<file path="config.mk">
export PLATFORM = sky130hd
export DESIGN_NAME = prom_loader
export DESIGN_NICKNAME = d
export VERILOG_FILES = /design/src/rtl/prom_loader.sv
export SDC_FILE = /design/constraint.sdc
export NUM_CORES = 1
export LEC_CHECK = 0
export CORE_MARGIN = 10
export CORE_UTILIZATION = 40
export CTS_CLUSTER_DIAMETER = 150
export DETAILED_ROUTE_END_ITERATION = 10
export GPL_ROUTABILITY_DRIVEN = 1
export RECOVER_POWER = 50
export SYNTH_ARGS = -nofsm -noshare
export SYNTH_HDL_FRONTEND = slang
export SYNTH_SLANG_ARGS = --single-unit
</file>
<file path="constraint.sdc">
create_clock -name CLK -period 7 [get_ports CLK]
set_input_delay 0.7 -clock CLK [delete_from_list [all_inputs] [get_ports CLK]]
set_output_delay 0.7 -clock CLK [all_outputs]
set_load 0.005 [all_outputs]
</file>
<file path="src/rtl/prom_loader.sv">
// prom_loader: program memory with a byte-stream loader.
// A load request (LOAD_START) streams 2**ADDR_W instruction words into the
// memory. Each word arrives as two bytes: a high byte carrying bits [14:8]
// (bit 7 must be 0), followed by a low byte carrying bits [7:0]. The fetch
// port returns the registered word at P_COUNT one cycle later. It returns a
// NOP (0) while a load is in progress.
//
// Ports
//   CLK         rising-edge clock
//   RESET       synchronous active-high reset (memory contents are kept)
//   LOAD_START  one-cycle request to begin a full image load (IDLE only)
//   DIN         loader byte stream
//   DIN_VALID   DIN holds a valid byte
//   DIN_READY   loader accepts a byte this cycle
//   P_COUNT     fetch address (upper bits beyond ADDR_W are ignored)
//   PROM_OUT    registered instruction word
//   LOAD_BUSY   load in progress
//   LOAD_DONE   one-cycle pulse after the last word has been written
//   LOAD_ERR    sticky flag: a high byte had bit 7 set
module prom_loader #(
    parameter int ADDR_W = 4
) (
    input  logic        CLK,
    input  logic        RESET,
    input  logic        LOAD_START,
    input  logic [7:0]  DIN,
    input  logic        DIN_VALID,
    output logic        DIN_READY,
    input  logic [7:0]  P_COUNT,
    output logic [14:0] PROM_OUT,
    output logic        LOAD_BUSY,
    output logic        LOAD_DONE,
    output logic        LOAD_ERR
);

    localparam int DEPTH = 1 << ADDR_W;

    localparam logic [2:0] S_IDLE  = 3'd0;
    localparam logic [2:0] S_HI    = 3'd1;
    localparam logic [2:0] S_LO    = 3'd2;
    localparam logic [2:0] S_WRITE = 3'd3;
    localparam logic [2:0] S_DONE  = 3'd4;

    localparam logic [ADDR_W-1:0] LAST_ADDR = '1;

    logic [2:0]        state;
    logic [ADDR_W-1:0] addr;
    logic [6:0]        hi_q;
    logic [7:0]        lo_q;
    logic              accept;
    logic              unused_pc;

    logic [14:0] mem [DEPTH];

    // Handshake and status flags are pure functions of the state register,
    // so they are all low one cycle after reset without needing flops.
    always_comb begin
        DIN_READY = (state == S_HI) || (state == S_LO);
        accept    = DIN_READY && DIN_VALID;
        LOAD_BUSY = (state != S_IDLE);
        LOAD_DONE = (state == S_DONE);
    end

    // Only the low ADDR_W bits of P_COUNT address the memory; the rest wrap.
    assign unused_pc = ^P_COUNT;

    always_ff @(posedge CLK) begin
        if (RESET) begin
            state    <= S_IDLE;
            addr     <= '0;
            hi_q     <= '0;
            lo_q     <= '0;
            LOAD_ERR <= 1'b0;
        end else begin
            case (state)
                S_IDLE: begin
                    if (LOAD_START) begin
                        addr     <= '0;
                        LOAD_ERR <= 1'b0;
                        state    <= S_HI;
                    end
                end
                S_HI: begin
                    if (accept) begin
                        if (DIN[7]) begin
                            // Malformed header: abort, keep the words already written.
                            LOAD_ERR <= 1'b1;
                            state    <= S_IDLE;
                        end else begin
                            hi_q  <= DIN[6:0];
                            state <= S_LO;
                        end
                    end
                end
                S_LO: begin
                    if (accept) begin
                        lo_q  <= DIN;
                        state <= S_WRITE;
                    end
                end
                S_WRITE: begin
                    // Stop at the last address; never wrap into a second pass.
                    if (addr == LAST_ADDR) begin
                        state <= S_DONE;
                    end else begin
                        addr  <= addr + 1'b1;
                        state <= S_HI;
                    end
                end
                S_DONE: begin
                    state <= S_IDLE;
                end
                default: begin
                    state <= S_IDLE;
                end
            endcase
        end
    end

    // Memory is not reset. A reset in the WRITE cycle suppresses the write.
    always_ff @(posedge CLK) begin
        if (!RESET && state == S_WRITE) begin
            mem[addr] <= {hi_q, lo_q};
        end
    end

    always_ff @(posedge CLK) begin
        if (RESET) begin
            PROM_OUT <= '0;
        end else if (LOAD_BUSY) begin
            PROM_OUT <= '0;
        end else begin
            PROM_OUT <= mem[P_COUNT[ADDR_W-1:0]];
        end
    end

endmodule

</file>
# Word level (Yosys, flattened, before mapping)
# Memories as Yosys holds them, arrays and structs flattened. A register that Yosys moved wholly into a read port is not among the register bits.
# Index checks and enable logic that the tools add are counted.
totals:
  elab_cells: 47
  output_inout_bits: 19
  rom_bits: 0
  mem_count: 1
  ram_bits: 240
  inputBits: 20
  latch_bits: 0
  regBits: 23
classes:
  addsub: 1
  n_reduce_logical: 14
  div: 0
  shifts: 0
  bitwise: 1
  n_mux: 15
  multipliers: 0
  n_lt_le_gt_ge: 0
  n_eq_ne: 10
mem_list:
  columns: ["memory", "depth", "word_bits", "read_ports", "rd_clocked_by_memory_dff", "wr", "line_no", "rtl"]
  rows:
  - ["mem", 16, 15, 1, 1, 1, "53", "logic [14:0] mem [DEPTH];"]
op_table:
  columns: ["operator", "n"]
  rows:
  - ["two-way mux 3 bit", 4]
  - ["case mux 3 bit (4 select lines)", 1]
  - ["inequality test 2 bit, second input constant", 5]
  - ["AND reduction 3 bit", 3]
  - ["two-way mux 4 bit", 2]
  - ["case mux 4 bit (2 select lines)", 1]
  - ["equality test 3 x 2 -> 1 bit, second input constant", 2]
  - ["two-way mux 1 bit", 5]
  - ["adder 4 x 1 -> 4 bit, second input constant", 1]
  - ["equality test 4 bit, second input constant", 1]
  - ["AND reduction 4 bit", 1]
  - ["nonzero test 2 bit", 2]
  - ["equality test 3 x 1 -> 1 bit, second input constant", 1]
  - ["equality test 3 bit, second input constant", 1]
  - ["logical NOT 3 bit", 1]
  - ["nonzero test 3 bit", 1]
  - ["logical AND 1 bit", 2]
  - ["two-way mux 2 bit", 1]
  - ["case mux 1 bit (2 select lines)", 1]
  - ["AND reduction 2 bit", 1]
  - ["OR reduction 2 bit", 1]
  - ["logical NOT 1 bit", 1]
  - ["logical OR 1 bit", 1]
  - ["inverter 1 bit", 1]

# Logic depth before layout (Yosys ltp)
depth:
  ltp_word: 5
  depth_mapped: 7

# Worst setup path after synthesis
# OpenSTA, ideal clock, no wires.
synth_path:
  path_type: "input to register"
  from: "in RESET"
  to: "mem mem[15][0] (enable)"
  required_ns: 6.574
  setup_ns: 0.426
  arrival_ns: 2.746
  path_stages: 3
  setup_slack_ns: 3.828
  cell_sequence: "clkbuf_1 > clkbuf_1 > nor4_1"
synth_between:
  elab_chain_cells: 4
synth_lines:
  columns: ["item", "line_no", "rtl"]
  rows:
  - ["start: declaration", "24", "input logic RESET,"]
  - ["logical NOT 1 bit", "122", "if (!RESET && state == S_WRITE) begin"]
  - ["logical AND 1 bit", "122", null]
  - ["two-way mux 1 bit", "122", null]
  - ["two-way mux 1 bit (implied by the code)", "123", "mem[addr] <= {hi_q, lo_q};"]
  - ["end: declaration", "53", null]
# Every way passes these cells.

# Final worst setup path
layout_path:
  from: "reg state[1]"
  to: "out LOAD_BUSY"
layout_between:
  elab_chain_cells: 1
layout_lines:
  columns: ["item", "line_no", "rtl"]
  rows:
  - ["start: declaration", "46", "logic [2:0] state;"]
  - ["start signal: assignment", "69", "state <= S_IDLE;"]
  - ["start signal: assignment", "80", "state <= S_HI;"]
  - ["start signal: assignment", "88", "state <= S_IDLE;"]
  - ["nonzero test 3 bit", "60", "LOAD_BUSY = (state != S_IDLE);"]
  - ["end: declaration", "31", "output logic LOAD_BUSY,"]
# Every way passes these cells.

==> results by stage <==
Clock tree:
- The buffer cell driving the clock tree root is clkbuf_16.
- The clock tree from TritonCTS is done.
- CTS saw between 200 and 300 sinks.
- Clock latency on the worst-skew pair, taken at its later pin, is approximately 0.52 ns.
- The number of buffers added by the clock tree synthesis step is 28.
- The number of hold-repair buffers added at the cts stage is 0.
- The number of buffers on the longest clock path is 3.
- The number of setup buffers added after CTS is 0.
- In this run the number of H-tree levels came out at 1.
- In this run, post-CTS repair resized a total of 0 instances.
- The clock transition at the registers of the reported paths is roughly 0.060 ns.

Critical path:
- The capture point of the worst reg-to-reg path is PROM_OUT[7].
- STA classifies the critical path endpoint as a primary output.
- The arrival time at the worst endpoint is approximately 2.1 ns.
- Counting cells, the worst reg-to-reg path comes to 4.
- The worst register-to-register path has a setup slack of 4.56 ns.
- The startpoint-to-endpoint class of the critical path is reg2out.
- The type of element launching the critical path is a register.
- The end point of the critical path is LOAD_BUSY.
- The largest driver fanout on the critical path is 13.
- The required time reported for the critical path endpoint is approximately 6.3 ns.
- In this run the critical register-to-register path is launched from state[2].
- The most critical setup path has its startpoint at state[1].

Global route:
- The pin count of the biggest net entering global routing is 61.
- For this run, the total global-route usage over all layers was measured as 0.125.
- The initial antenna violation count was 0.
- Summed over all layers, the global routing overflow is 0.
- The number of global-route vias before repair was around 5300.
- The global-route wire length before repair is 32200 um.

Cells and area:
- At the end of the flow, the number of nets in the layout was 601.
- At the end of the flow the core is filled with cells to 0.468.
- The share of post-route cells with drive strength above 1 is 0.229.
- Compared with the post-synthesis result, the final layout area differs by 16.1%.
- The number of antenna diodes is 0.
- The count of non-filler cells in the finished layout is 934.

Synthesis:
- Each instance of the synthesized netlist takes up on average approximately 20 sq um.
- The most used flip-flop cell after synthesis is edfxtp_1.
- Counting every net in the synthesized netlist gives between 500 and 600.
- For this run, the number of Yosys warnings is 0.
- Counting flops with a built-in enable in the synthesized netlist gives between 200 and 250.
- edfxtp_1 takes more of the synthesized area than any other cell.
- After technology mapping, the gate count stands at 519.
- The area fraction of the dominant cell type after synthesis is 0.690.
- The fraction of synthesis flops using an asynchronous set or reset pin is 0.
- The area of the mapped netlist is 10400 sq um.
- By area the synthesized netlist is led by edfxtp_1 (69%), mux4_2 (13%), dfxtp_1 (7.3%).
- The register bit count reported by yosys is 278.
- The count of cell types in the netlist is 35.
- The share of the Yosys chip area taken by registers is 0.763.

Power and ir drop:
- Of the total power, registers draw 0.532.
- Overall power consumption after layout is estimated at about 3400 uW.
- The fraction of power spent switching nets is 0.192.
- The analysis attributes to cell leakage a power of between 0.003 and 0.004 uW.
- VDD sags by at most 0.160 mV.
- Summed over all nets, the switching power comes to approximately 650 uW.
- Of the total power, the clock network draws 0.432.
- The portion of total power attributed to combinational logic is 0.036.
- The internal power of the cells totals 2740 uW.
- Power spread over the standard cell area amounts to 280 nW/um^2.

Detailed routing:
- In this run, the number of DRC markers left after iteration 0 of detailed routing was 370.
- The total length of routed met3 wires is about 1100 um.
- In the routed layout, each cell is associated on average with a via count of about 5.3.
- The first-pass detailed-route iteration total is 4.
- The remaining antenna violation count after routing is 0.
- Detailed routing placed a total of around 10000 um of wire on met2.
- The number of remaining DRC errors is 0.
- The detailed router placed ~5000 vias in this run.
- The post-route met1 wirelength is about 9100 um.
- The mean routed wirelength per cell is 22.2 um.
- Routed signal wires occupy layers up through met4.
- The final layout contains routed wiring with a total length of just over 20000 um.

Floorplanning:
- The area of the core region is 25900 sq um.
- The die is between 150 and 200 um wide.
- The floorplan step set the die height to roughly 180 um.
- In this run the core area contains 59 standard-cell rows.
- The initial cell density of the core is 0.403.
- The die area is 33000 sq um.
- The number of ports placed on the die boundary is 39.

Place:
- The minimum setup slack after placement is roughly 3.9 ns.
- The placed wire-length estimate is between 10000 and 15000 um.
- The congestion estimate from routability-driven global placement came to approximately 0.77.
- Once placement completed, the tool counted placed cells totaling 882.
- The count of input and output buffers is 34.

STA:
- The slew at the pin closest to its max-slew limit is 1.51 ns.
- Headroom to the max-slew limit came out at -0.0139.
- The count of endpoints failing hold in the final timing report is 0.
- The post-layout minimum cycle time is roughly 2.8 ns.
- The number of max-slew violations in the final report is 9.
- After routing, the total negative slack on setup checks comes to 0 ns.
- The clock arrives with a little under 0.009 ns of skew.
- The final worst slack is about 4.2 ns.
- Based on the critical path, the design can be clocked at up to about 350 MHz.
- Setup repair after global routing left no endpoint under its margin.
- The part of the cycle the worst path needs is 0.405.
- The final setup violation count is 0.

Run:
- The count of max-cap constraint violations is 1.

Run status:
- The checks that failed: capacitance limit, slew limit.
- The flow ran to the end, but the final reports show violations.

Hold path:
- The worst hold path class is reg2reg.
## worst max-delay path, cell delays in order (launching register included)
cell	delay, ns
dfxtp_1	0.57
or3_1	0.44
clkdlybuf4s50_1	0.60
## cell usage in the layout, fill, tap and decap left out, types with 3 or more instances in the layout
cell type,n
nand2_1,30
inv_1,3
nand3_1,9
mux2i_1,10
dfxtp_1,38
clkbuf_8,5
or3_1,3
nor3b_1,3
ha_1,4
a22oi_1,31
a21oi_1,9
clkbuf_1,10
nor3_2,4
mux4_2,60
edfxtp_1,240
nor3_1,3
buf_4,21
buf_2,3
clkinv_2,7
clkbuf_16,29
nor2b_1,3
nor2_1,23
clkdlybuf4s50_1,30
## synth_stat cells (2+ instances only)
cell	count
or3_1	3
buf_2	8
mux4_2	60
buf_6	5
nor3b_1	2
nor4_1	2
ha_1	4
clkbuf_1	13
nor3_1	6
nand2b_1	2
a31oi_1	2
a21oi_1	9
edfxtp_1	240
inv_1	3
nand2_1	30
nand3_1	9
a22oi_1	31
nor4b_4	2
o21ai_0	2
nor2b_1	3
nor2_1	23
mux2i_1	10
dfxtp_1	38
## sequential cells by signal (all words and copies together), names as in the netlist
signal / flops
mem: 240
lo_q: 8
LOAD_ERR: 1
addr: 4
hi_q: 7
state: 3
PROM_OUT: 15
## logic make-up (layout without fill, tap and decap cells)
group,count (synthesis),count (layout),share of synthesized area
AO/OA/AOI/OAI,46,46,0.0305
XOR/XNOR,1,1,0.000838
adder cells (fa/ha/maj),4,4,0.00479
buffers and inverters,31,111,0.0160
flip-flops,278,278,0.763
multiplexers,70,70,0.139
AND/OR/NAND/NOR,89,89,0.0462
## metrics by stage
step / cell area [sq um] / hold WS, ns
3_3_place_gp: 11200 / 0.472
2_1_floorplan: 10400 / 0.461
5_1_grt: 12100 / 0.559
6_report: 12100 / 0.515
4_1_cts: 12200 / 0.506
3_5_place_dp: 11200 / 0.490
## power by group through the flow
stage,clock network [uW],registers (uW),logic [uW]
after CTS,1500,1800,127
after floorplan,0,1840,79.8
final,1460,1800,124
after global routing,1560,1810,134
after detailed placement,0,1840,127
after global placement,0,1840,126
## per-layer routing
metal / up-vias / GRT usage
li1: 2232 / -
met1: 2558 / 0.166
met2: 107 / 0.209
met3: 27 / 0.0197
met4: 0 / 0.0290
met5: - / 0
## final cells by class
| cell class | count | area [sq um] |
|---|---|---|
| Multi-Input combinational cell | 210 | 2320 |
| Inverter | 3 | 11.3 |
| Timing Repair Buffer | 56 | 487 |
| Clock inverter | 9 | 95.1 |
| Clock buffer | 43 | 828 |
| Tap cell | 335 | 419 |
| Sequential cell | 278 | 7970 |
| Fill cell | 2099 | 13800 |
## how the worst min path moves through the flow
stage / start / end / slack [ns] / cells past startpoint
floorplan: LOAD_ERR / LOAD_ERR / 0.46 / 2
global placement: LOAD_ERR / LOAD_ERR / 0.47 / 2
detailed placement: LOAD_ERR / LOAD_ERR / 0.49 / 2
CTS: LOAD_ERR / LOAD_ERR / 0.51 / 2
global route: LOAD_ERR / LOAD_ERR / 0.56 / 2
finish: LOAD_ERR / LOAD_ERR / 0.51 / 2
Note: power is estimated with default switching activity, not from simulation.
